File: src/rtl/alu_bus_arbiter8_if.sv
// Bus bundle between the result-bus arbiter and its surroundings:
// the requesters and the shared 8:1 mux on one side, the downstream consumer on the other.
interface alu_bus_arbiter8_if #(
    parameter int WIDTH = 32
);
    logic [7:0]       req;
    logic [7:0]       gnt;
    logic [2:0]       mux_sel;
    logic [WIDTH-1:0] mux_out;
    logic             out_valid;
    logic             out_ready;
    logic [WIDTH-1:0] out_data;
    logic [2:0]       out_src;
    logic             busy;

    // Arbiter side
    modport master (
        input  req,
        input  mux_out,
        input  out_ready,
        output gnt,
        output mux_sel,
        output out_valid,
        output out_data,
        output out_src,
        output busy
    );

    // Requesters, mux and downstream consumer side
    modport slave (
        output req,
        output mux_out,
        output out_ready,
        input  gnt,
        input  mux_sel,
        input  out_valid,
        input  out_data,
        input  out_src,
        input  busy
    );
endinterface

File: src/rtl/alu_bus_arbiter8.sv
// Round-robin arbiter and sequencer for the shared 8:1 32-bit result mux.
// One transfer walks IDLE -> SAMPLE -> HOLD -> IDLE: pick a winner, steer the
// mux to it for one cycle, capture the mux output, then hold it on the
// valid/ready output until the consumer takes it.
module alu_bus_arbiter8 #(
    parameter int         WIDTH    = 32,
    parameter logic [2:0] PARK_SEL = 3'b000
) (
    input logic               clk,
    input logic               rst_n,
    alu_bus_arbiter8_if.master bus
);

    typedef enum logic [1:0] {
        IDLE   = 2'd0,
        SAMPLE = 2'd1,
        HOLD   = 2'd2
    } state_t;

    state_t           state, state_n;
    logic [2:0]       ptr, ptr_n;
    logic [2:0]       winner, winner_n;
    logic [2:0]       mux_sel, mux_sel_n;
    logic [7:0]       gnt, gnt_n;
    logic             out_valid, out_valid_n;
    logic [WIDTH-1:0] out_data, out_data_n;
    logic [2:0]       out_src, out_src_n;
    logic [3:0]       pick;

    // Round-robin search: first set bit of r scanning from p upwards, mod 8.
    // Result is {found, index}. Scanning offsets from high to low lets the
    // smallest offset overwrite, so the first requester after p wins.
    function automatic logic [3:0] rr_pick(input logic [7:0] r, input logic [2:0] p);
        logic [3:0] res;
        logic [2:0] idx;
        res = 4'b0000;
        for (int k = 7; k >= 0; k--) begin
            idx = p + 3'(k);
            if (r[idx]) begin
                res = {1'b1, idx};
            end
        end
        return res;
    endfunction

    // Requester i sits on mux input 7-i (req[0] on input a, req[7] on input h).
    function automatic logic [2:0] sel_of(input logic [2:0] idx);
        return 3'd7 - idx;
    endfunction

    assign pick = rr_pick(bus.req, ptr);

    // Next-state and next-register values; every register holds unless a state acts on it.
    always_comb begin
        state_n     = state;
        ptr_n       = ptr;
        winner_n    = winner;
        mux_sel_n   = mux_sel;
        gnt_n       = 8'h00;
        out_valid_n = out_valid;
        out_data_n  = out_data;
        out_src_n   = out_src;

        unique case (state)
            IDLE: begin
                mux_sel_n = PARK_SEL;
                if (pick[3]) begin
                    winner_n  = pick[2:0];
                    mux_sel_n = sel_of(pick[2:0]);
                    state_n   = SAMPLE;
                end
            end
            SAMPLE: begin
                // Capture unconditionally: a requester dropping req here still gets its word taken.
                out_data_n  = bus.mux_out;
                out_src_n   = winner;
                out_valid_n = 1'b1;
                gnt_n       = 8'h01 << winner;
                ptr_n       = winner + 3'd1;
                mux_sel_n   = PARK_SEL;
                state_n     = HOLD;
            end
            HOLD: begin
                // Requests are not re-evaluated until the held word is accepted.
                mux_sel_n = PARK_SEL;
                if (out_valid && bus.out_ready) begin
                    out_valid_n = 1'b0;
                    state_n     = IDLE;
                end
            end
            default: begin
                mux_sel_n   = PARK_SEL;
                out_valid_n = 1'b0;
                state_n     = IDLE;
            end
        endcase
    end

    // State and output registers; synchronous active-low reset aborts any transfer in flight.
    always_ff @(posedge clk) begin
        if (!rst_n) begin
            state     <= IDLE;
            ptr       <= 3'd0;
            winner    <= 3'd0;
            mux_sel   <= PARK_SEL;
            gnt       <= 8'h00;
            out_valid <= 1'b0;
            out_data  <= '0;
            out_src   <= 3'd0;
        end else begin
            state     <= state_n;
            ptr       <= ptr_n;
            winner    <= winner_n;
            mux_sel   <= mux_sel_n;
            gnt       <= gnt_n;
            out_valid <= out_valid_n;
            out_data  <= out_data_n;
            out_src   <= out_src_n;
        end
    end

    assign bus.gnt       = gnt;
    assign bus.mux_sel   = mux_sel;
    assign bus.out_valid = out_valid;
    assign bus.out_data  = out_data;
    assign bus.out_src   = out_src;
    assign bus.busy      = (state != IDLE);

endmodule

File: src/flat_wrapper.sv
// flat-port wrapper written by rule: the top's interface ports become plain ports
module alu_bus_arbiter8_flat 
#(
    parameter int         WIDTH    = 32,
    parameter logic [2:0] PARK_SEL = 3'b000
)
  (clk, rst_n, bus_req, bus_mux_out, bus_out_ready, bus_gnt, bus_mux_sel, bus_out_valid, bus_out_data, bus_out_src, bus_busy);
  alu_bus_arbiter8_if #(.WIDTH(WIDTH)) bus_i ();
  input logic clk;
  input logic rst_n;
  input wire logic [$bits(bus_i.req)-1:0] bus_req;
  input wire logic [$bits(bus_i.mux_out)-1:0] bus_mux_out;
  input wire logic [$bits(bus_i.out_ready)-1:0] bus_out_ready;
  output wire logic [$bits(bus_i.gnt)-1:0] bus_gnt;
  output wire logic [$bits(bus_i.mux_sel)-1:0] bus_mux_sel;
  output wire logic [$bits(bus_i.out_valid)-1:0] bus_out_valid;
  output wire logic [$bits(bus_i.out_data)-1:0] bus_out_data;
  output wire logic [$bits(bus_i.out_src)-1:0] bus_out_src;
  output wire logic [$bits(bus_i.busy)-1:0] bus_busy;
  assign bus_i.req = bus_req;
  assign bus_i.mux_out = bus_mux_out;
  assign bus_i.out_ready = bus_out_ready;
  assign bus_gnt = bus_i.gnt;
  assign bus_mux_sel = bus_i.mux_sel;
  assign bus_out_valid = bus_i.out_valid;
  assign bus_out_data = bus_i.out_data;
  assign bus_out_src = bus_i.out_src;
  assign bus_busy = bus_i.busy;
  alu_bus_arbiter8 #(.WIDTH(WIDTH), .PARK_SEL(PARK_SEL)) u_core (.clk(clk), .rst_n(rst_n), .bus(bus_i));
endmodule
File: config.mk
export PLATFORM = sky130hd
export DESIGN_NAME = alu_bus_arbiter8_flat
export DESIGN_NICKNAME = d
export VERILOG_FILES = /design/src/rtl/alu_bus_arbiter8_if.sv /design/src/rtl/alu_bus_arbiter8.sv /design/src/flat_wrapper.sv
export SDC_FILE = /design/constraint.sdc
export NUM_CORES = 1
export LEC_CHECK = 0
export CAP_MARGIN = 40
export CELL_PAD_IN_SITES_DETAIL_PLACEMENT = 0
export CELL_PAD_IN_SITES_GLOBAL_PLACEMENT = 1
export CORE_MARGIN = 1.5
export CORE_UTILIZATION = 35
export DETAILED_ROUTE_END_ITERATION = 6
export DONT_BUFFER_PORTS = 1
export MAX_ROUTING_LAYER = met4
export PLACE_DENSITY = 0.64
export RECOVER_POWER = 50
export SLEW_MARGIN = 20
export SYNTH_ARGS = -nofsm -noshare
export SYNTH_HDL_FRONTEND = slang
export SYNTH_SLANG_ARGS = --single-unit
File: constraint.sdc
create_clock -name clk -period 4.7 [get_ports clk]
set_input_delay 0.705 -clock clk [delete_from_list [all_inputs] [get_ports clk]]
set_output_delay 0.705 -clock clk [all_outputs]
set_load 0.01 [all_outputs]
# ---- Word level (Yosys, flattened, before mapping)
# Cells that the tools add are included.
dict set report totals {
  regBits 55
  input_bits 43
  out_inout_bits 48
}
dict set report classes {
  addsub 9
  magnitude_cmp 8
  eq_ne 4
  shift 1
  muxes 29
  bitwise 1
  n_reduce_logical 8
}
# cell n
set op_table {}
lappend op_table {{$lt A3 B4 Y1 const B} 8}
lappend op_table {{$mux W4} 8}
lappend op_table {{$bmux W1 S3} 8}
lappend op_table {{$add A3 B3 Y3 const B} 4}
lappend op_table {{$mux W1} 9}
lappend op_table {{$reduce_and A2 Y1} 4}
lappend op_table {{$shl A1 B3 Y8 const A} 1}
lappend op_table {{$add A3 B1 Y3 const B} 2}
lappend op_table {{$add A3 B2 Y3 const B} 2}
lappend op_table {{$pmux W2 S3} 1}
lappend op_table {{$mux W2} 2}
lappend op_table {{$ne A2 B1 Y1 const B} 2}
lappend op_table {{$pmux W1 S3} 1}
lappend op_table {{$reduce_and A3 Y1} 1}
lappend op_table {{$sub A3 B3 Y3 const A} 1}
lappend op_table {{$eq A2 B1 Y1 const B} 1}
lappend op_table {{$eq A2 B2 Y1 const B} 1}
lappend op_table {{$logic_not A2 Y1} 1}
lappend op_table {{$reduce_bool A2 Y1} 1}
lappend op_table {{$logic_and A1 B1 Y1} 1}
lappend op_table {{$not A1 Y1} 1}

# ---- Logic depth before layout (Yosys ltp)
# Gate-level depths: netlist of the first run.
dict set report depth {
  word_depth 13
  mapped_depth 11
  ltp_nobuf 8
}

# ---- Worst setup path before layout of the first run
# No wires, ideal clock.
dict set report synth_path {
  path_kind {reg-to-reg}
  from {register u_core.ptr[0]}
  to {register u_core.mux_sel[1], in the netlist u_core.bus.mux_sel[1]}
  setup_ps 116
  t_arrival_ps 2628
  t_required_ps 4584
  path_slack_ps 1956
  stages_incl_launch_ff 12
  path_buffers 3
  period_less_slack_ps 2744
  cell_sequence {dfxtp_1 -> buf_6 -> buf_6 -> inv_1 -> ha_1 -> buf_6 -> mux4_2 -> mux2i_4 -> o311ai_0 -> o21a_1 -> a211o_1 -> and4_1}
}
dict set report synth_via {
  elab_chain_cells 12
  elab_cells_between_ends 33
  cone_classes {add/sub (8); mux (24); reduce/logical (1)}
}
# element line_no
set synth_lines {}
lappend synth_lines {{start: declaration} alu_bus_arbiter8.sv:21} ;# logic [2:0] ptr, ptr_n;
lappend synth_lines {{start signal: assignment} alu_bus_arbiter8.sv:112} ;# ptr <= ptr_n;
lappend synth_lines {{$add A3 B3 Y3} alu_bus_arbiter8.sv:38} ;# idx = p + 3'(k);
lappend synth_lines {{$bmux W1 S3} alu_bus_arbiter8.sv:39} ;# if (r[idx]) begin
lappend synth_lines {{$mux W1 (not written as such)} alu_bus_arbiter8.sv:39}
lappend synth_lines {{$mux W4 (7 in series)} alu_bus_arbiter8.sv:39}
lappend synth_lines {{$mux W4 *} alu_bus_arbiter8.sv:39}
lappend synth_lines {{$sub A3 B3 Y3 or $reduce_and A3 Y1 (tied branches)} n/a}
lappend synth_lines {{end signal: assignment} alu_bus_arbiter8.sv:114} ;# mux_sel <= mux_sel_n;
lappend synth_lines {{end: declaration} alu_bus_arbiter8.sv:23} ;# logic [2:0] mux_sel, mux_sel_n;
# Mark *: on every way between the ends. The rest lies on a longest branch, timed or not. The select of a mux whose other input is x is not followed.
# A chain may end at the register's enable or synchronous reset.

# ---- Final worst setup path of the first run
dict set report layout_path {
  from {register u_core.ptr[1]}
  to {register u_core.mux_sel[1], in the netlist u_core.bus.mux_sel[1]}
}
# Same word-level chain as after synthesis.

==> results of run 1 <==
## state kept, by name, summed over array words and instances, names as in the netlist
register	count
u_core.ptr	3
u_core.bus.gnt	8
u_core.winner	3
u_core.bus.out_valid	1
u_core.bus.out_src	3
u_core.bus.out_data	32
u_core.bus.mux_sel	3
u_core.state	2
## worst reg2reg max path, cell delays in order, from the launching register on
cell and delay (ns):
dfxtp_1 0.73, inv_1 0.26, ha_1 0.49, mux4_2 0.64, mux2i_4 0.25, o311ai_0 0.17
o21a_1 0.14, a211o_1 0.28, and4_1 0.19
## layout make-up
cell class / instances / area, um2 / share of cell area [%]
Inverter: 9 / 33.8 / 1.18
Tap cell: 102 / 128 / 4.47
Timing Repair Buffer: 6 / 33.8 / 1.18
Sequential cell: 55 / 1100 / 38.6
Clock inverter: 1 / 8.76 / 0.307
Multi-Input combinational cell: 219 / 1470 / 51.4
Clock buffer: 6 / 82.6 / 2.89
## metrics by stage
stage                     setup WS [ns]  util (%)
after global routing               1.18      37.3
after CTS                          1.47      37.6
final                              1.44      37.3
after floorplan                    1.96         -
after global placement             1.60      36.0
after detailed placement           1.49      36.5
## layout by cell type (no fill, tap or decap), drive strengths merged, types with 2 or more instances in the layout
| cell | Yosys | routed |
|---|---|---|
| nand2 | 82 | 82 |
| dfxtp | 55 | 55 |
| a21oi | 43 | 43 |
| inv | 9 | 10 |
| mux4 | 9 | 9 |
| mux2i | 9 | 9 |
| clkbuf | 18 | 9 |
| o21ai | 8 | 8 |
| nor2 | 7 | 7 |
| nor3 | 7 | 7 |
| ha | 6 | 6 |
| and2 | 6 | 6 |
| mux2 | 5 | 5 |
| and4 | 4 | 4 |
| buf | 5 | 3 |
| o32ai | 3 | 3 |
| a31oi | 3 | 3 |
| xor2 | 3 | 3 |
| a211o | 2 | 2 |
| and3 | 2 | 2 |
| o311ai | 2 | 2 |
## worst max-delay path by stage
| stage | to | start | cells after the start | slack (ns) |
|---|---|---|---|---|
| after floorplan | u_core.bus.mux_sel[1] | u_core.ptr[0] | 11 | 1.96 |
| after global placement | u_core.winner[0] | u_core.ptr[1] | 8 | 1.60 |
| after detailed placement | u_core.bus.mux_sel[1] | u_core.ptr[1] | 8 | 1.49 |
| after CTS | u_core.bus.mux_sel[1] | u_core.ptr[1] | 8 | 1.47 |
| after global routing | u_core.bus.mux_sel[1] | u_core.ptr[1] | 8 | 1.18 |
| final | u_core.bus.mux_sel[1] | u_core.ptr[1] | 8 | 1.44 |
## cell families after synthesis
logic type      Yosys count
compound gates           71
xor+xnor                  4
fa+ha+maj                 6
buf+inv                  32
flops                    55
mux                      23
simple gates            115
## per-layer routing
metal	vias to the layer above	track usage, %
met5	-	-
met4	0	3.78
met3	4	3.94
met2	59	24.4
met1	963	19.8
li1	1039	-
## power by group through the flow
| stage | Sequential [uW] | Combinational, uW | Clock [uW] |
|---|---|---|---|
| after CTS | 578 | 360 | 292 |
| after global placement | 589 | 351 | 0 |
| after detailed placement | 588 | 359 | 0 |
| after floorplan | 561 | 324 | 0 |
| final | 577 | 352 | 273 |
| after global routing | 584 | 392 | 305 |
==> results.txt, run 1 <==
Via count: 2065
Port bufs: 0
Sw Ratio: 34.9%
Largest family of logic cells by synthesized area: simple AND/OR/NAND/NOR gates
First-pass GRT wire length: 10100 um
DIE HEIGHT: 91.4 um
Synth async-reset ratio: 0%
Die span in x: 91.4 um
Xor/xnor share of the synthesized area: 1.56%
Status: completed
Max Used Layer: met4
Slowest cell on crit path: dfxtp_1
Max Clock Skew: 0.00888 ns
Seq/Total Area, Yosys: 40.3%
Kind of critical path: register to register
TritonCTS Buffers: 5
Number of max-cap violations: 0
Post-Syn Nets: 355
Logic pwr share: 29.3%
Routed vias/inst: 5.19
PwrDens: 421 mW/mm2
R2r worst-path depth: 8
Synthesized area per cell: 8.93 um2
Clock slew at reported path FFs: 0.09 ns
Synth Area in Simple Gates: 18.7%
Critical Path Max Stage Delay: 0.73 ns
Hold path start: u_core.bus.out_data[30]
Leak Pwr: 0.000987 uW
Clock sinks: 55
Sequential share of power: 48.0%
Row count: 32
Top Family by Delay on Critical Path: multiplexers
EDFF count, synth: 0
Layout cells sized above 1: 11.1%
Synth Area in Compound Gates: 16.3%
Hold path depth: 2
Crit Path Max Fanout: 16
DR WL met3: 388 um
DP Area: 0.00279 mm2
Nets: 345
Final hold violation count: 0
Max frequency: 307 MHz
Worst flop-to-flop path endpoint: u_core.bus.mux_sel[1]
Setup_tns: 0 ns
Cell variety after synth: 53
Minimum clock period: 3.26 ns
Synthesized instance count: 306
DIE AREA: 0.00835 mm2
Clk network pwr share: 22.7%
H-tree lvl count: 2
VDD IR-drop max: 0.000161 V
Remaining global-route overflow: 0
Worst Tran Pin Value: 1.41 ns
Post-Syn Area: 0.00273 mm2
Yosys top cell by area: dfxtp_1
Commonest cells post-synth: nand2_1 (81), dfxtp_1 (55), a21oi_1 (43), clkbuf_1 (15), inv_1 (9)
CP bufs+invs: 1
Starting density of the core: 35.7%
WL/cell: 15.7 um
Hold_ws: 0.504 ns
Req. time, crit path: 4.90 ns
CTS tree: done
Layout Area Growth over Synthesis: 4.40%
Top-area cell type share of the netlist area: 40.3%
Cell area after layout: 0.00285 mm2
Clock Latency Late Sink: 0.31 ns
Vias in the first global route: 2000
Hold-fix buffers at CTS: 0
Worst R2R Start: u_core.ptr[1]
Unrepaired setup endpoints after global routing: no
ANT nets after route: 0
Hold EP: u_core.bus.out_data[30]
Relative slew slack: 6.21%
Setup-failing EPs final: 0
CTS resizes: 0
Wire length on met1: 2850 um
Startpoint Class: register
Gr usage total: 15.5%
Fin crit share: 69.3%
Ant diodes: 0
Detail Placement HPWL: 4510 um
Final Max Tran Viols: 0
Layout Cells excl Fill: 398
Most common cell in the netlist: nand2_1
Filler cells: 786
Worst min-delay path category: register to register
Top post-synthesis cells by area: dfxtp_1 (40%), nand2_1 (11%), a21oi_1 (7.9%), mux4_2 (6.6%), ha_1 (2.7%)
Max clock buf depth: 2
Initial antenna violation count: 0
Critical Path, Cell by Cell: inv_1, ha_1, mux4_2, mux2i_4, o311ai_0, o21a_1, a211o_1, and4_1
RePlAce Congestion: 0.833
WL final: 6270 um
Power Total: 1200 uW
Core box area: 0.00765 mm2
Crit path arrival time: 3.45 ns
Warnings from Yosys: 0
Multiplexer area fraction after synthesis: 14.3%
Reg-to-reg slack, setup: 1.44 ns
Wire length on met2: 3000 um
Maximum number of pins on one net before global-route repair: 32
Dpl cells: 390
FF+latch count, synth: 55
Int Pwr: 783 uW
Adder-cell share of the synthesized area: 2.75%
CP Capture Type: register
DRC errors left: 0
Setup Buffers After CTS: 0
Drt pass-1 iters: 4
Drt first-iter violations: 61
CTS root buf: clkbuf_8
Io pins: 91
Ys flop type: dfxtp_1
NetSw: 419 uW
Note: power is estimated with default switching activity, not from simulation.
==> inputs of run 2 (changes only) <==
==> constraint.sdc (replaced) <==
create_clock -name clk -period 3.25 [get_ports clk]
set_input_delay 0.4875 -clock clk [delete_from_list [all_inputs] [get_ports clk]]
set_output_delay 0.4875 -clock clk [all_outputs]
set_load 0.01 [all_outputs]
==> run 2 against run 1 <==
Net effect: hold slack worse by 0.20 ns; setup slack worse by 0.87 ns; final area rose by 1.2%; sequential power is 43% higher; clock power increased by 44%; die area unchanged; sequential cell count unchanged; utilization increased by 0.46 points; power grew 46%; critical path type unchanged; largest cell class unchanged.
==> results.txt, run 2 (synthesized netlist as in run 1, its figures left out) <==
Status: completed
CTS resizes: 0 (unchanged)
Clock Latency Late Sink: 0.30 ns (about the same)
Relative slew slack: 41.0% (+35 points)
Worst Tran Pin Value: 0.884 ns (-0.523 ns)
Nets: 346 (+0.29%)
CTS tree: done
WL final: 6380 um (+1.9%)
Row count: 32 (unchanged)
Final hold violation count: 0 (unchanged)
WL/cell: 16.0 um (+1.6%)
Io pins: 91 (unchanged)
Worst min-delay path category: input port to register
TritonCTS Buffers: 5 (unchanged)
Port bufs: 0 (unchanged)
R2r worst-path depth: 8 (unchanged)
Starting density of the core: 35.7% (unchanged)
Sequential cell area: 0.00110 mm2 (unchanged)
Layout cells sized above 1: 12.1% (+0.97 points)
Initial antenna violation count: 0 (unchanged)
Kind of critical path: register to register
Clock sinks: 55 (unchanged)
Most frequent cells in the layout: nand2_1 (81), dfxtp_1 (55), a21oi_1 (43)
Setup_tns: 0 ns (unchanged)
Drt pass-1 iters: 4 (unchanged)
Most common cell after layout, fill and taps aside: nand2_1
DRC errors left: 0 (unchanged)
Final Max Tran Viols: 0 (unchanged)
DIE AREA: 0.00835 mm2 (unchanged)
Startpoint Class: register
Gr usage total: 15.7% (+0.23 points)
Detail Placement HPWL: 4590 um (+1.9%)
Max clock buf depth: 2 (unchanged)
Unrepaired setup endpoints after global routing: no
Clock slew at reported path FFs: 0.10 ns (about the same)
Ant diodes: 0 (unchanged)
Biggest regs: u_core.bus.out_data x32, u_core.bus.gnt x8
Crit path launch: u_core.ptr[1]
H-tree lvl count: 2 (unchanged)
Minimum clock period: 2.68 ns (-0.576 ns)
Largest Register: u_core.bus.out_data
Max frequency: 373 MHz (+22%)
Req. time, crit path: 3.46 ns (-1.44 ns)
DIE HEIGHT: 91.4 um (unchanged)
Crit Path Max Fanout: 6 (-10)
Core box area: 0.00765 mm2 (unchanged)
ANT nets after route: 0 (unchanged)
Vias in the first global route: 2037 (+1.8%)
Setup Buffers After CTS: 0 (unchanged)
Layout Area Growth over Synthesis: 5.68%
VDD IR-drop max: 0.000216 V (+34%)
First-pass GRT wire length: 10300 um (+2.1%)
Reg-to-reg slack, setup: 0.57 ns (-0.87 ns)
Hold_ws: 0.304 ns (-0.200 ns)
Die span in x: 91.4 um (unchanged)
Area of the multi-input gates: 0.00147 mm2 (unchanged)
PwrDens: 606 mW/mm2 (+44%)
Drt first-iter violations: 99 (+62%)
Hold-fix buffers at CTS: 0 (unchanged)
Power Total: 1750 uW (+46%)
Cell area after layout: 0.00289 mm2 (+1.2%)
Fin crit share: 82.4% (+13 points)
Leak Pwr: 0.00101 uW (+2.2%)
CP Capture Type: register
Number of max-cap violations: 0 (unchanged)
Max Clock Skew: 0.00573 ns (-0.00315 ns)
Critical path endpoint: u_core.bus.mux_sel[1]
Routed vias/inst: 5.21 (+0.38%)
Crit path arrival time: 2.89 ns (-0.56 ns)
Max reg flops: 32 (unchanged)
Worst flop-to-flop path endpoint: u_core.bus.mux_sel[1]
DP Area: 0.00280 mm2 (+0.27%)
Worst R2R Start: u_core.ptr[1]
Filler cells: 790 (+0.51%)
Setup-failing EPs final: 0 (unchanged)
Remaining global-route overflow: 0 (unchanged)
CTS root buf: clkbuf_8
Via count: 2078 (+0.63%)
RePlAce Congestion: 0.838 (+0.60%)
Maximum number of pins on one net before global-route repair: 32 (unchanged)
-- run 2: worst min path at each step --
stage / cells after the start / to / start / slack [ns]
after floorplan: 2 / u_core.bus.out_src[1] / u_core.winner[1] / 0.47
after global placement: 2 / u_core.bus.out_data[4] / u_core.bus.out_data[4] / 0.49
after detailed placement: 2 / u_core.bus.out_data[0] / u_core.bus.out_data[0] / 0.49
after CTS: 2 / u_core.bus.out_data[17] / bus_mux_out[17] / 0.29
after global routing: 2 / u_core.bus.out_data[8] / bus_mux_out[8] / 0.29
final: 2 / u_core.bus.out_data[10] / bus_mux_out[10] / 0.30
-- run 2: layout make-up --
| class | instances | share of cell area, % |
|---|---|---|
| Timing Repair Buffer | 7 | 2.38 |
| Inverter | 9 | 1.17 |
| Multi-Input combinational cell | 219 | 50.7 |
| Clock inverter | 1 | 0.303 |
| Clock buffer | 6 | 2.86 |
| Sequential cell | 55 | 38.1 |
| Tap cell | 102 | 4.42 |
-- run 2: critical path: stages, from the launching register on --
cell and delay [ns]:
dfxtp_1 0.33, inv_1 0.10, ha_1 0.43, mux4_2 0.65, mux2i_4 0.25, o311ai_0 0.19, o21a_1 0.14, a211o_1 0.30
and4_1 0.19
-- run 2: metrics by stage --
stage	utilization [%]	setup WS (ns)	cells
5_1_grt	37.8	0.368	399
3_3_place_gp	36.1	0.687	389
6_report	37.8	0.571	399
3_5_place_dp	36.6	0.589	391
2_1_floorplan	-	0.506	306
4_1_cts	37.7	0.572	398
-- run 2: metal layers --
metal  share of wire, %  up-vias  global-route usage [%]
li1                   -     1041                       -
met1                 43      961                    19.5
met2                 49       68                    25.7
met3                6.3        8                    3.69
met4                1.1        0                    3.91
met5                  0        -                       -
-- run 2: power by group --
part	leakage (uW)	internal, uW	switching, uW
sequential	0.000450	740	85.3
combinational	0.000511	229	304
clock	0.0000477	172	221
==> inputs of run 3 (changes only) <==
--- a/config.mk
+++ b/config.mk
@@ -13,7 +13,7 @@
 export DETAILED_ROUTE_END_ITERATION = 6
 export DONT_BUFFER_PORTS = 1
 export MAX_ROUTING_LAYER = met4
-export PLACE_DENSITY = 0.64
+export PLACE_DENSITY = 0.66
 export RECOVER_POWER = 50
 export SLEW_MARGIN = 20
 export SYNTH_ARGS = -nofsm -noshare
==> constraint.sdc (replaced) <==
create_clock -name clk -period 2.2 [get_ports clk]
set_input_delay 0.33 -clock clk [delete_from_list [all_inputs] [get_ports clk]]
set_output_delay 0.33 -clock clk [all_outputs]
set_load 0.01 [all_outputs]
==> run 3 against run 2 <==
Net effect: the run now ends with setup timing left; clock power rose by 50%; hold slack got worse by 0.15 ns; fmax rose by 12%; non-clock buffer count rose by 21; critical path type unchanged; largest cell class unchanged; largest power group unchanged; highest routed layer unchanged.
==> results.txt, run 3 (synthesized netlist as in run 1, its figures left out) <==
ANT nets after route: 0 (unchanged)
Hold EP: u_core.bus.out_data[17]
Die span in x: 91.4 um (unchanged)
Most frequent cells in the layout: nand2_1 (81), dfxtp_1 (53), a21oi_1 (43)
Unrepaired setup endpoints after global routing: yes
Worst flop-to-flop path endpoint: u_core.winner[2]
H-tree lvl count: 2 (unchanged)
Hold-fix buffers at CTS: 0 (unchanged)
Clock slew at reported path FFs: 0.09 ns (about the same)
Drt pass-1 iters: 4 (unchanged)
Max clock buf depth: 2 (unchanged)
Critical Path, Cell by Cell: inv_6, ha_4, buf_4, mux4_2, a221o_1, o32ai_1, o21ai_1, a32oi_2, a21oi_1
Failing checks: setup timing
Startpoint Class: register
Max frequency: 418 MHz (+12%)
Most common cell after layout, fill and taps aside: nand2_1
Nets: 367 (+6.1%)
Clock sinks: 55 (unchanged)
TritonCTS Buffers: 5 (unchanged)
Routed vias/inst: 5.11 (-1.9%)
Setup-failing EPs final: 6 (+6)
Core box area: 0.00765 mm2 (unchanged)
Setup Buffers After CTS: 0 (unchanged)
Final Max Tran Viols: 0 (unchanged)
Row count: 32 (unchanged)
Dpl cells: 413 (+5.6%)
Clock Latency Late Sink: 0.30 ns (about the same)
R2r worst-path depth: 9 (+1)
Crit path arrival time: 2.58 ns (-0.31 ns)
Int Pwr: 1890 uW (+65%)
Crit Path Max Fanout: 5 (-1)
VDD IR-drop max: 0.000355 V (+64%)
WL final: 6810 um (+6.7%)
Slowest cell on crit path: dfxtp_4
Gr usage total: 16.6% (+0.86 points)
Detail Placement HPWL: 4860 um (+5.9%)
Drt first-iter violations: 74 (-25%)
Critical Path Max Stage Delay: 0.39 ns (-0.26 ns)
Port bufs: 0 (unchanged)
Logic pwr share: 36.6% (+6.2 points)
Initial antenna violation count: 0 (unchanged)
Starting density of the core: 35.7% (unchanged)
CTS root buf: clkbuf_8
Maximum number of pins on one net before global-route repair: 42 (+31%)
CP Capture Type: register
Leak Pwr: 0.00113 uW (+12%)
RePlAce Congestion: 0.925 (+10%)
DRC errors left: 0 (unchanged)
NetSw: 976 uW (+60%)
Sw Ratio: 34.1% (-0.71 points)
Status: finished, violations left
Setup_tns: -0.923 ns (-0.923 ns)
Minimum clock period: 2.39 ns (-0.287 ns)
Sequential share of power: 42.8% (-4.4 points)
Core occupancy in the finished layout: 41.5% (+3.7 points)
Crit path launch: u_core.ptr[0]
Layout Cells excl Fill: 421 (+5.5%)
Req. time, crit path: 2.38 ns (-1.08 ns)
Hold path depth: 2 (unchanged)
Layout cells sized above 1: 23.2% (+11 points)
Vias in the first global route: 2120 (+4.1%)
Worst R2R Start: u_core.ptr[0]
Kind of critical path: register to register
Fin crit share: 109% (+26 points)
Remaining global-route overflow: 0 (unchanged)
WL/cell: 16.2 um (+1.1%)
Hold path start: bus_mux_out[17]
Io pins: 91 (unchanged)
DP Area: 0.00298 mm2 (+6.4%)
Number of max-cap violations: 0 (unchanged)
Worst min-delay path category: input port to register
CTS tree: done
Reg-to-reg slack, setup: -0.19 ns (-0.76 ns)
Max Clock Skew: 0.00662 ns (+0.000886 ns)
Worst Tran Pin Value: 0.578 ns (-0.307 ns)
Filler cells: 779 (-1.4%)
Final hold violation count: 0 (unchanged)
Layout Area Growth over Synthesis: 16.1%
DIE HEIGHT: 91.4 um (unchanged)
Post-Place Worst Slack: -0.131 ns (-0.720 ns)
Largest Register: u_core.bus.out_data
Relative slew slack: 61.5% (+20 points)
Max reg flops: 32 (unchanged)
Ant diodes: 0 (unchanged)
Clk network pwr share: 20.6% (-1.8 points)
First-pass GRT wire length: 10700 um (+4.2%)
DIE AREA: 0.00835 mm2 (unchanged)
Via count: 2151 (+3.5%)
Cell area after layout: 0.00317 mm2 (+9.8%)
PwrDens: 902 mW/mm2 (+49%)
Biggest regs: u_core.bus.out_data x32, u_core.bus.gnt x8
Worst Setup Slack, final: -0.192 ns (-0.763 ns)
run 3: metal layers:
layer  track usage, %  vias up  routed length [um]
met4             4.95        0                  54
met2             25.5       74                3250
li1                 -     1078                   -
met3             4.27        4                 449
met5                -        -                   0
met1             21.3      995                3050
run 3: worst max path at each step:
stage                     cells after the start                    end  slack (ns)
after global routing                          9       u_core.winner[2]       -0.27
after detailed placement                      8  u_core.bus.mux_sel[1]       -0.13
after CTS                                     8       u_core.winner[0]       -0.14
after floorplan                              11       u_core.winner[0]       -0.39
final                                         9       u_core.winner[2]       -0.19
after global placement                        7       u_core.winner[2]       -0.11
run 3: area by class of cell:
cell class,instances,area [um2],share of cell area (%)
clock buffers,8,100,3.16
well taps,102,128,4.02
flip-flops and latches,55,1110,34.9
inverters,9,38.8,1.22
repair buffers,28,230,7.26
multi-input cells,219,1570,49.5
run 3: power groups by stage:
stage	sequential (uW)	clock, uW	combinational, uW
finish	1220	588	1050
global route	1240	653	1140
CTS	1230	619	975
detailed placement	1250	0	949
global placement	1250	0	939
floorplan	1200	0	711
run 3: stage by stage:
stage | total power (uW) | hold slack (ns)
2_1_floorplan | 1910 | 0.466
3_3_place_gp | 2190 | 0.468
3_5_place_dp | 2200 | 0.473
4_1_cts | 2820 | 0.141
5_1_grt | 3030 | 0.141
6_report | 2860 | 0.155
run 3: critical path: cells and delay by family (launching register included):
family                     cells  cell delay, ns
DFF                            1            0.39
buffers and inverters          2            0.18
adders and majority gates      1            0.27
muxes                          1            0.37
AOI/OAI and AO/OA              5            1.07
run 3: timing repair:
item | in CTS | in global routing
pin swaps | 2 | 6
endpoints found under the setup margin | 6 | 7
resized for setup | 7 | 13
